### config.mk
export PLATFORM = sky130hd
export DESIGN_NAME = dmem_arbiter
export DESIGN_NICKNAME = d
export VERILOG_FILES = /design/src/rtl/dmem_arbiter.sv
export SDC_FILE = /design/constraint.sdc
export NUM_CORES = 1
export LEC_CHECK = 0
export CAP_MARGIN = 20
export CORE_AREA = 2 2 102 104
export CTS_BUF_LIST = sky130_fd_sc_hd__clkbuf_4 sky130_fd_sc_hd__clkbuf_8 sky130_fd_sc_hd__clkbuf_16
export CTS_CLUSTER_SIZE = 8
export DETAILED_ROUTE_END_ITERATION = 16
export DIE_AREA = 0 0 104 106
export PLACE_DENSITY_LB_ADDON = 0.3
export SLEW_MARGIN = 20
export SYNTH_ARGS = -nofsm -noshare
export SYNTH_HDL_FRONTEND = slang
export SYNTH_SLANG_ARGS = --single-unit
### constraint.sdc
create_clock -name brq_clk -period 1.6 [get_ports brq_clk]
set_input_delay 0.24 -clock brq_clk [delete_from_list [all_inputs] [get_ports brq_clk]]
set_output_delay 0.24 -clock brq_clk [all_outputs]
set_load 0.05 [all_outputs]
### src/rtl/dmem_arbiter.sv
// dmem_arbiter: grants one of two requesters (core, ext) a fixed-latency data memory.
// Optional macro DMEM_ARB_ROUND_ROBIN_EN: ties go to whoever lost the previous grant.
module dmem_arbiter #(
  parameter int DataWidth  = 32,
  parameter int AddrWidth  = 15,
  parameter int MemLatency = 1
) (
  input  logic                 brq_clk,
  input  logic                 brq_rst,
  input  logic                 core_req,
  input  logic                 core_we,
  input  logic [AddrWidth-1:0] core_addr,
  input  logic [2:0]           core_byte_en,
  input  logic [DataWidth-1:0] core_wdata,
  output logic                 core_gnt,
  output logic                 core_rvalid,
  output logic [DataWidth-1:0] core_rdata,
  output logic                 core_stall,
  input  logic                 ext_req,
  input  logic                 ext_we,
  input  logic [AddrWidth-1:0] ext_addr,
  input  logic [2:0]           ext_byte_en,
  input  logic [DataWidth-1:0] ext_wdata,
  output logic                 ext_gnt,
  output logic                 ext_rvalid,
  output logic [DataWidth-1:0] ext_rdata,
  output logic                 mem_en,
  output logic                 mem_we,
  output logic [AddrWidth-1:0] mem_addr,
  output logic [2:0]           mem_byte_en,
  output logic [DataWidth-1:0] mem_wdata,
  input  logic [DataWidth-1:0] mem_rdata
);

  typedef enum logic {IDLE, BUSY} state_e;
  typedef enum logic {OWN_CORE, OWN_EXT} owner_e;

  localparam logic [1:0] CntInit = 2'(MemLatency - 1);

  state_e     state_q, state_d;
  owner_e     owner_q, owner_d;
  logic [1:0] cnt_q, cnt_d;

  logic any_req;
  logic pick_ext;
  logic grant;
  logic rsp;

  assign any_req = core_req | ext_req;

`ifdef DMEM_ARB_ROUND_ROBIN_EN
  owner_e last_q, last_d;

  // Tie goes to the requester that did not win last time.
  assign pick_ext = !core_req |
                    (ext_req & (last_q == OWN_CORE));
  assign last_d   = grant ? owner_d : last_q;
`else
  // Fixed priority: core wins every tie.
  assign pick_ext = !core_req;
`endif

  // Grants only from IDLE and never while reset is held.
  assign grant = (state_q == IDLE) & any_req & !brq_rst;
  assign rsp   = (state_q == BUSY) & (cnt_q == 2'd0) & !brq_rst;

  assign core_gnt = grant & !pick_ext;
  assign ext_gnt  = grant & pick_ext;

  assign mem_en      = grant;
  assign mem_we      = grant & (pick_ext ? ext_we : core_we);
  assign mem_addr    = !grant ? '0 :
                       (pick_ext ? ext_addr : core_addr);
  assign mem_byte_en = !grant ? '0 :
                       (pick_ext ? ext_byte_en : core_byte_en);
  assign mem_wdata   = !grant ? '0 :
                       (pick_ext ? ext_wdata : core_wdata);

  assign core_rvalid = rsp & (owner_q == OWN_CORE);
  assign ext_rvalid  = rsp & (owner_q == OWN_EXT);
  assign core_rdata  = core_rvalid ? mem_rdata : '0;
  assign ext_rdata   = ext_rvalid ? mem_rdata : '0;

  assign core_stall = !brq_rst &
                      ((core_req & !core_gnt) |
                       ((state_q == BUSY) &
                        (owner_q == OWN_CORE) &
                        !core_rvalid));

  // Next state: latch owner and latency on grant, count down while busy.
  always_comb begin
    state_d = state_q;
    owner_d = owner_q;
    cnt_d   = cnt_q;
    unique case (state_q)
      IDLE: begin
        if (grant) begin
          state_d = BUSY;
          owner_d = pick_ext ? OWN_EXT : OWN_CORE;
          cnt_d   = CntInit;
        end
      end
      BUSY: begin
        if (cnt_q == 2'd0) begin
          state_d = IDLE;
        end else begin
          cnt_d = cnt_q - 2'd1;
        end
      end
    endcase
  end

  // State registers; reset drops any access in flight.
  always_ff @(posedge brq_clk) begin
    if (brq_rst) begin
      state_q <= IDLE;
      owner_q <= OWN_CORE;
      cnt_q   <= 2'd0;
`ifdef DMEM_ARB_ROUND_ROBIN_EN
      last_q  <= OWN_EXT;
`endif
    end else begin
      state_q <= state_d;
      owner_q <= owner_d;
      cnt_q   <= cnt_d;
`ifdef DMEM_ARB_ROUND_ROBIN_EN
      last_q  <= last_d;
`endif
    end
  end

endmodule

=== Yosys cells after proc, flatten, opt, wreduce, memory -nomap -nowiden ===
Index checks and enable logic that the tools add are counted.

* Logic and storage cells: 46
* Output and inout bits: 121
* Flip-flop bits (word level): 4

* Reduce and logical (&&, ||, !) cells: 7
* Eq/ne operators: 2
* Muxes and demuxes: 16
* Add/subtract/negate cells: 1
* Bitwise logic cells: 17

{| class="wikitable"
|+ Operators with widths
! cell !! number
|-
| 32-bit two-way mux || 4
|-
| 15-bit two-way mux || 2
|-
| 1-bit bitwise AND || 13
|-
| 3-bit two-way mux || 2
|-
| 1-bit logical NOT || 4
|-
| 1-bit two-way mux || 4
|-
| 2-bit two-way mux || 2
|-
| 2-bit != test, second input constant || 2
|-
| 2-bit case mux with 2 select lines || 1
|-
| 2-bit AND reduction || 2
|-
| 2-bit logical NOT || 1
|-
| 1-bit inverter || 2
|-
| 1-bit bitwise OR || 2
|-
| 1-bit case mux with 2 select lines || 1
|-
| 2-bit by 1-bit subtractor with 2-bit output, second input constant || 1
|}

=== Longest topological paths before layout ===
Gate-level depths: netlist of run 1.

* Depth in word-level cells: 8
* Gate-level depth with buffers: 6

=== Worst setup path before layout of run 1 ===
No wires, ideal clock.

* Path kind: register to register
* From: register state_q
* To: register cnt_q[0]
* Data required time: 1.411 ns
* Setup slack: -0.447 ns
* Stages on the path, launching flop included: 3
* Clock period less this slack: 2.047 ns
* Setup time: 0.189 ns
* Data arrival time: 1.858 ns
* Buffers on the path: 0
* Cells stage by stage: dfxtp_1 nor3_1 o21ai_0

* Cells in the longest elaborated chain, start to end: 5
* Elaborated cells on any way between the ends: 7
* Those cells by class: eq/ne: 2; mux: 1; bitwise: 3; reduce/logical: 1

{| class="wikitable"
|+ Ends and longest elaborated chain
! element !! line !! text
|-
| start: declaration || 40 || <nowiki>state_e state_q, state_d;</nowiki>
|-
| start signal: assignment || 123 || <nowiki>state_q <= state_d;</nowiki>
|-
| 1-bit inverter (no source line) || - ||
|-
| 1-bit bitwise AND (2 in a row) || 64 || <nowiki>assign grant = (state_q == IDLE) & any_req & !brq_rst;</nowiki>
|-
| net mem_en || 27 || <nowiki>output logic mem_en,</nowiki>
|-
| 2-bit != test (no source line) || - ||
|-
| 2-bit AND reduction (no source line) || - ||
|-
| end signal: assignment || 125 || <nowiki>cnt_q <= cnt_d;</nowiki>
|-
| end: declaration || 42 || <nowiki>logic [1:0] cnt_q, cnt_d;</nowiki>
|}

The timed path passes the listed nets, and every way through them passes these cells.
A chain may end at the register's enable or synchronous reset.

=== Worst setup path after layout of run 1 ===
* From: register state_q
* To: output mem_wdata[1]

* Cells in the longest elaborated chain, start to end: 4

{| class="wikitable"
|+ Ends and longest elaborated chain
! element !! line !! text
|-
| 1-bit inverter (no source line) || - ||
|-
| 1-bit bitwise AND (2 in a row) || 64 ||
|-
| 32-bit two-way mux || 76 || <nowiki>assign mem_wdata = !grant ? '0 :</nowiki>
|-
| end: declaration || 31 || <nowiki>output logic [DataWidth-1:0] mem_wdata,</nowiki>
|}

Every way passes these cells.

==> flow_summary.yaml, run 1 <==
floorplan:
  fp.dieW_um: 104
  die-area_sq_um: 11000
  core_area_sq_um: 10000
  rows: 37
  ios: 259
  fp.dieH_um: 106
  start_util_pct: 12.9
clock_network:
  tritoncts: "yes"
  numCtsBuffers: 3
  cts-root-buf: "clkbuf_8"
  htree_levels: 1
  cts_buffer_depth: 2
  clock_latency_ns: 0.22
  path_clk_slew_ns: 0.03
  cts.sinks: 4
grt:
  grt_pass1_wl_mm: 14.1
  grt_overflow: 0
  first_global_vias: 2547
  grt_use_total_pct: 16.1
  grt_max_degree: 34
  antenna_found_initial: 0
worst_setup_path:
  rr_startpoint: "state_q$_SDFF_PP0_"
  path_common_cell: "buf_12"
  critical_path_arrival_ns: 1.58
  endpoint_kind: "primary output"
  rr_endpoint: "owner_q$_SDFFE_PP0P_"
  r2r_slack_ns: 0.28
  start_kind: "flop"
  crit_fanout: 9
  crit_slowest_cell: "dfxtp_4"
  slowest_delay_ns: 0.36
  cp_top_family: "buffers and inverters"
  criticalPathCategory: "flop to primary output"
  critPathBufInv: 4
  r2r_cells: 7
  crit_path_cell_trace: "nor4b_4, buf_6, buf_12, buf_12, a22o_2, buf_12"
  required_ns: 1.36
power_and_ir_drop:
  pwr-share-clk_pct: 10.2
  power_frac_seq_pct: 5.2
  p_int_uw: 1300
  p_leak_uw: 0.00266
  power.density_nw_per_um2: 348
  comb_power_share_pct: 84.7
  power_switching_uw: 871
  switching_share_pct: 40.2
  ir_drop_mv: 0.287
drt:
  wl_mm: 10.1
  route.detailed.drc: 0
  vias: 2419
  vias_per_cell: 4.19
  first_iter_violations: 51
  drt_first_pass_iters: 4
  postRouteAntennaNets: 0
  wl_per_cell_um: 17.4
yosys:
  synthCells: 158
  ys_ff_latch: 4
  synth_area_sq_um: 1280
  syn_avg_cell_area_sq_um: 8.13
  ys_types: 23
  ys_seq_area_share_pct: 6.23
  yosysWarnings: 0
  syn_nets: 297
final_layout:
  drive_gt1_share_pct: 66.0
  antenna_cells: 0
  fin_cells: 577
  multi_input_area_sq_um: 1570
  nets: 582
  area_growth_pct: 385
  seq_area_sq_um: 85.1
  n_fill_cell: 773
timing:
  finalCritPeriodShare_pct: 114
  skew_ns: 0.00382
  setup_viol: 119
  setup_ws_ns: -0.217
  max_freq_mhz: 550
  max_slew_margin_pct: 79.6
  slew_viol_final: 0
  hold_violations: 0
  tightest_slew_ns: 0.304
  fin_hold_ws_ns: 0.527
  min_period_ns: 1.82
  rsz0062_at_grt: "yes"
placement:
  dp_hpwl_mm: 7.45
  gp_congestion: 0.743
  dp_cells: 554
  io_buffers: 258
job:
  max-cap-violations: 0
hold_path:
  hold_depth: 2
  hold_end: "cnt_q[1]$_SDFFE_PP0P_"
  hp-class: "flop to flop"
  worstHoldStart: "cnt_q[1]$_SDFFE_PP0P_"
status:
  violations: "setup timing"
  status: "finished with violations"
worst max path at each step:
| stage | startpoint | to | slack [ns] | cells past startpoint |
|---|---|---|---|---|
| floorplan | brq_rst | mem_wdata[25] | -0.20 | 4 |
| global placement | brq_rst | mem_wdata[10] | -0.46 | 6 |
| detailed placement | brq_rst | mem_wdata[31] | -0.47 | 6 |
| CTS | state_q$_SDFF_PP0_ | mem_wdata[1] | -0.26 | 6 |
| global route | state_q$_SDFF_PP0_ | mem_wdata[0] | -0.24 | 6 |
| finish | state_q$_SDFF_PP0_ | mem_wdata[1] | -0.22 | 6 |
layout make-up:
| cell class | instances | share of cell area, % |
|---|---|---|
| flip-flops and latches | 4 | 1.37 |
| well taps | 136 | 2.73 |
| clock buffers | 3 | 0.663 |
| multi-input cells | 134 | 25.3 |
| inverters | 3 | 0.181 |
| repair buffers | 297 | 69.8 |
cells in the mapped netlist:
cell,number,area share (%)
and2_1,64,31
a22o_1,46,31
buf_6,14,12
a22o_2,5,3.9
dfxtp_1,4,6.2
inv_1,3,0.88
nor2_1,3,0.88
clkbuf_2,2,0.78
nand3b_1,2,1.2
o21a_1,2,1.2
a21o_1,1,0.58
and3_1,1,0.49
buf_2,1,0.39
ha_1,1,0.97
nand2b_1,1,0.49
nor2b_4,1,1.1
nor3_1,1,0.39
nor3b_2,1,0.97
nor3b_4,1,1.5
nor4b_4,1,1.8
o21ai_0,1,0.39
o32ai_1,1,0.68
or3_1,1,0.49
worst min-delay path: stages, from the launching register on:
cell and delay [ns]:
dfxtp_1 0.31, nand3b_1 0.08, o32ai_1 0.08
power by group through the flow:
stage | Clock (uW) | Sequential, uW | Combinational [uW]
detailed placement | 0 | 115 | 1630
CTS | 223 | 112 | 1780
global route | 228 | 113 | 1890
floorplan | 0 | 113 | 672
finish | 221 | 112 | 1830
global placement | 0 | 115 | 1620
flip-flops by register name (all words and copies together), names as in the netlist:
name,cells
cnt_q,2
owner_q,1
state_q,1
routing by layer:
layer,up-vias,wire length [um],global-route usage [%],part of all wire [%]
li1,1149,-,-,-
met1,1113,3620,16.8,36
met2,146,5530,31.7,55
met3,11,736,4.48,7.3
met4,0,178,3.76,1.8
met5,-,0,0,0
cell families (layout without fill, tap and decap cells):
logic type      Yosys count  after routing  synth area share, %
compound gates           56             56                 38.1
flops                     4              4                 6.23
fa+ha+maj                 1              1                0.974
simple gates             77             77                 40.4
buf+inv                  20            303                 14.3
through the flow:
stage	power [uW]	instance area, sq um	setup TNS [ns]	util, %	worst slack (ns)
5_1_grt	2240	6230	-24.94	62.3	-0.244
3_5_place_dp	1740	5430	-43.99	54.3	-0.472
6_report	2170	6230	-19.06	62.3	-0.217
2_1_floorplan	785	1440	-0.964	-	-0.197
3_3_place_gp	1730	5430	-42.42	54.3	-0.455
4_1_cts	2110	6030	-19.98	60.3	-0.261
timing repair:
action                     in CTS  in global routing
pin swaps                      28                 27
setup endpoints to repair     121                119
buffers inserted                9                  3
cloned                          5                  5
hold buffers                    0                  0
resized for setup              89                 16
placed cells by master, fill, tap and decap left out:
| cell type | instances |
|---|---|
| clkdlybuf4s50_1 | 134 |
| buf_12 | 127 |
| and2_4 | 45 |
| a22o_4 | 44 |
| and2_2 | 19 |
| buf_6 | 12 |
| buf_4 | 12 |
| a22o_2 | 7 |
| clkbuf_16 | 4 |
| inv_2 | 3 |
| nor2_1 | 3 |
| clkbuf_8 | 3 |
| buf_16 | 3 |
| nor3b_4 | 2 |
| o21a_1 | 2 |
| nand3b_1 | 2 |
| dfxtp_1 | 2 |
| dlygate4sd2_1 | 2 |
| buf_8 | 2 |
| nor2b_4 | 1 |
| and3_4 | 1 |
| nor3_2 | 1 |
| nor4b_4 | 1 |
| nand2b_1 | 1 |
| o32ai_1 | 1 |
| or3_1 | 1 |
| o21ai_0 | 1 |
| a21o_1 | 1 |
| ha_4 | 1 |
| dfxtp_2 | 1 |
| clkdlybuf4s15_2 | 1 |
| dfxtp_4 | 1 |
(Power assumes the default switching activity.)
==> run 2, diff against run 1 <==
--- a/config.mk
+++ b/config.mk
@@ -5,7 +5,6 @@
 export SDC_FILE = /design/constraint.sdc
 export NUM_CORES = 1
 export LEC_CHECK = 0
-export CAP_MARGIN = 20
 export CORE_AREA = 2 2 102 104
 export CTS_BUF_LIST = sky130_fd_sc_hd__clkbuf_4 sky130_fd_sc_hd__clkbuf_8 sky130_fd_sc_hd__clkbuf_16
 export CTS_CLUSTER_SIZE = 8
==> results of run 2 <==
Same layout as run 1: the final DEF is identical, and so are final timing and power.
==> run 3, diff against run 2 <==
--- a/config.mk
+++ b/config.mk
@@ -6,11 +6,12 @@
 export NUM_CORES = 1
 export LEC_CHECK = 0
 export CORE_AREA = 2 2 102 104
-export CTS_BUF_LIST = sky130_fd_sc_hd__clkbuf_4 sky130_fd_sc_hd__clkbuf_8 sky130_fd_sc_hd__clkbuf_16
+export CTS_BUF_LIST = sky130_fd_sc_hd__clkbuf_16
 export CTS_CLUSTER_SIZE = 8
 export DETAILED_ROUTE_END_ITERATION = 16
 export DIE_AREA = 0 0 104 106
 export PLACE_DENSITY_LB_ADDON = 0.3
+export SKIP_LAST_GASP = 1
 export SLEW_MARGIN = 20
 export SYNTH_ARGS = -nofsm -noshare
 export SYNTH_HDL_FRONTEND = slang
==> run 3 against run 2 <==
  * Count of clock-buffer cells in the layout unchanged
  * First-iteration DRC count down 16%
  * Design area is 2.5% higher
  * Critical path depth did not move
  * Fmax decreased by 3.3%
  * Register-to-register slack lost 0.10 ns
  * Clock power up 80%
  * The flow still finishes with violations (setup timing)
  * Clock skew decreased by 0.0015 ns
  * Via count increased by 2.8%
  * Hold slack worse by 0.012 ns
  * Setup slack worse by 0.062 ns
  * Global-route usage shrank 0.065 points
==> flow_summary.yaml, run 3 (same netlist as run 1, synthesis figures left out) <==
drt:
  postRouteAntennaNets: 0
  drt_first_pass_iters: 4
  vias_per_cell: 4.25
  vias: 2487
  first_iter_violations: 43
  route.detailed.drc: 0
  wl_per_cell_um: 18.4
  wl_mm: 10.7
placement:
  gp_congestion: 0.743
  dp_hpwl_mm: 7.45
  place_area_sq_um: 5430
  io_buffers: 258
grt:
  antenna_found_initial: 0
  first_global_vias: 2525
  grt_overflow: 0
  grt_max_degree: 34
  grt_use_total_pct: 16.0
  grt_pass1_wl_mm: 14.0
final_layout:
  nets: 590
  antenna_cells: 0
  final_cell_mix: "clkdlybuf4s50_1, buf_12, and2_4, a22o_4"
  drive_gt1_share_pct: 65.9
  area_growth_pct: 397
  layout_commonest_cell: "clkdlybuf4s50_1"
  postLayoutCellArea_sq_um: 6390
  regMostFlops: "cnt_q"
  reg.largest.list: "cnt_q x2, owner_q x1, state_q x1"
  largest_reg_flops: 2
clock_network:
  cts_hold_buffers: 0
  cts.sinks: 4
  cts-root-buf: "clkbuf_16"
  htree_levels: 1
  cts_buffer_depth: 2
  path_clk_slew_ns: 0.03
  tritoncts: "yes"
  numCtsBuffers: 3
  clock_latency_ns: 0.23
power_and_ir_drop:
  switching_share_pct: 37.8
  power.density_nw_per_um2: 373
  pwr-share-clk_pct: 16.7
  ir_drop_mv: 0.320
  p_int_uw: 1480
  p_leak_uw: 0.00272
  power_frac_seq_pct: 4.7
  power_switching_uw: 900
  comb_power_share_pct: 78.6
worst_setup_path:
  required_ns: 1.36
  critical_path_arrival_ns: 1.64
  start_kind: "flop"
  r2r_slack_ns: 0.18
  criticalPathCategory: "flop to primary output"
  crit_slowest_cell: "dfxtp_4"
  cp_top_family: "simple AND/OR/NAND/NOR gates"
  slowest_delay_ns: 0.38
  crit_fanout: 8
  crit_path_cell_trace: "nor2b_4, nor3b_4, buf_6, clkbuf_16, and2_4, buf_12"
  critPathBufInv: 3
  endpoint_kind: "primary output"
timing:
  finalCritPeriodShare_pct: 117
  setup_ws_ns: -0.279
  max_slew_margin_pct: 79.5
  max_freq_mhz: 532
  hold_violations: 0
  setup_viol: 120
  rsz0062_at_grt: "yes"
  slew_viol_final: 0
  skew_ns: 0.00230
  fin_hold_ws_ns: 0.515
  min_period_ns: 1.88
  tightest_slew_ns: 0.306
  setup_tns_ns: -24.72
floorplan:
  core_area_sq_um: 10000
  start_util_pct: 12.9
  rows: 37
  ios: 259
  die-area_sq_um: 11000
  fp.dieH_um: 106
  fp.dieW_um: 104
status:
  status: "finished with violations"
  violations: "setup timing"
hold_path:
  hp-class: "flop to flop"
job:
  max-cap-violations: 0
-- run 3: changes by cell type in the layout (fill, tap and decap cells not counted), sizes merged --
cell / previous run / this run
clkbuf: 7 / 12
buf: 156 / 159
-- run 3: worst min-delay path, stage by stage (launching register included) --
cell	delay [ns]
dfxtp_2	0.31
nand3b_1	0.07
o32ai_1	0.08
-- run 3: per-stage QoR --
stage               std cells  util [%]  setup WS [ns]  total power, uW
finish                    585      63.9         -0.279             2380
global route              585      63.9         -0.343             2450
CTS                       571      59.6         -0.268             2270
detailed placement        554      54.3         -0.472             1740
global placement          554      54.3         -0.455             1730
floorplan                 158         -         -0.197              785
-- run 3: final timing paths --
path / startpoint / end / cells after the start
worst min register to register: cnt_q[1]$_SDFFE_PP0P_ / cnt_q[1]$_SDFFE_PP0P_ / 2
worst max-delay path: state_q$_SDFF_PP0_ / core_rdata[24] / 6
worst min-delay path: cnt_q[1]$_SDFFE_PP0P_ / cnt_q[1]$_SDFFE_PP0P_ / 2
worst max register to register: cnt_q[0]$_SDFFE_PP0P_ / cnt_q[0]$_SDFFE_PP0P_ / 7
-- run 3: power groups by stage --
stage / Clock (uW) / Combinational, uW / Sequential (uW)
6_report: 397 / 1870 / 113
5_1_grt: 407 / 1930 / 113
4_1_cts: 402 / 1750 / 112
3_5_place_dp: 0 / 1630 / 115
3_3_place_gp: 0 / 1620 / 115
2_1_floorplan: 0 / 672 / 113
-- run 3: what timing repair did --
| item | CTS | global route |
|---|---|---|
| buffers inserted | 9 | 4 |
| endpoints found under the setup margin | 121 | 119 |
| cloned | 5 | 11 |
| resized for setup | 60 | 52 |
| pin swaps | 27 | 41 |
-- run 3: routing by layer --
metal  vias to the layer above  share of wire (%)  GRT usage (%)
met5                         -                  0              0
met4                         0                1.6           3.47
met3                        13                7.0           4.84
met2                       149                 56           31.8
met1                      1153                 35           16.4
li1                       1172                  -              -
-- run 3: final cells by class --
type                    instances  area, sq um
well taps                     136          170
repair buffers                305         4510
fillers                       771         3610
flip-flops and latches          4         86.3
inverters                       3         13.8
multi-input cells             134         1540
clock buffers                   3         75.1
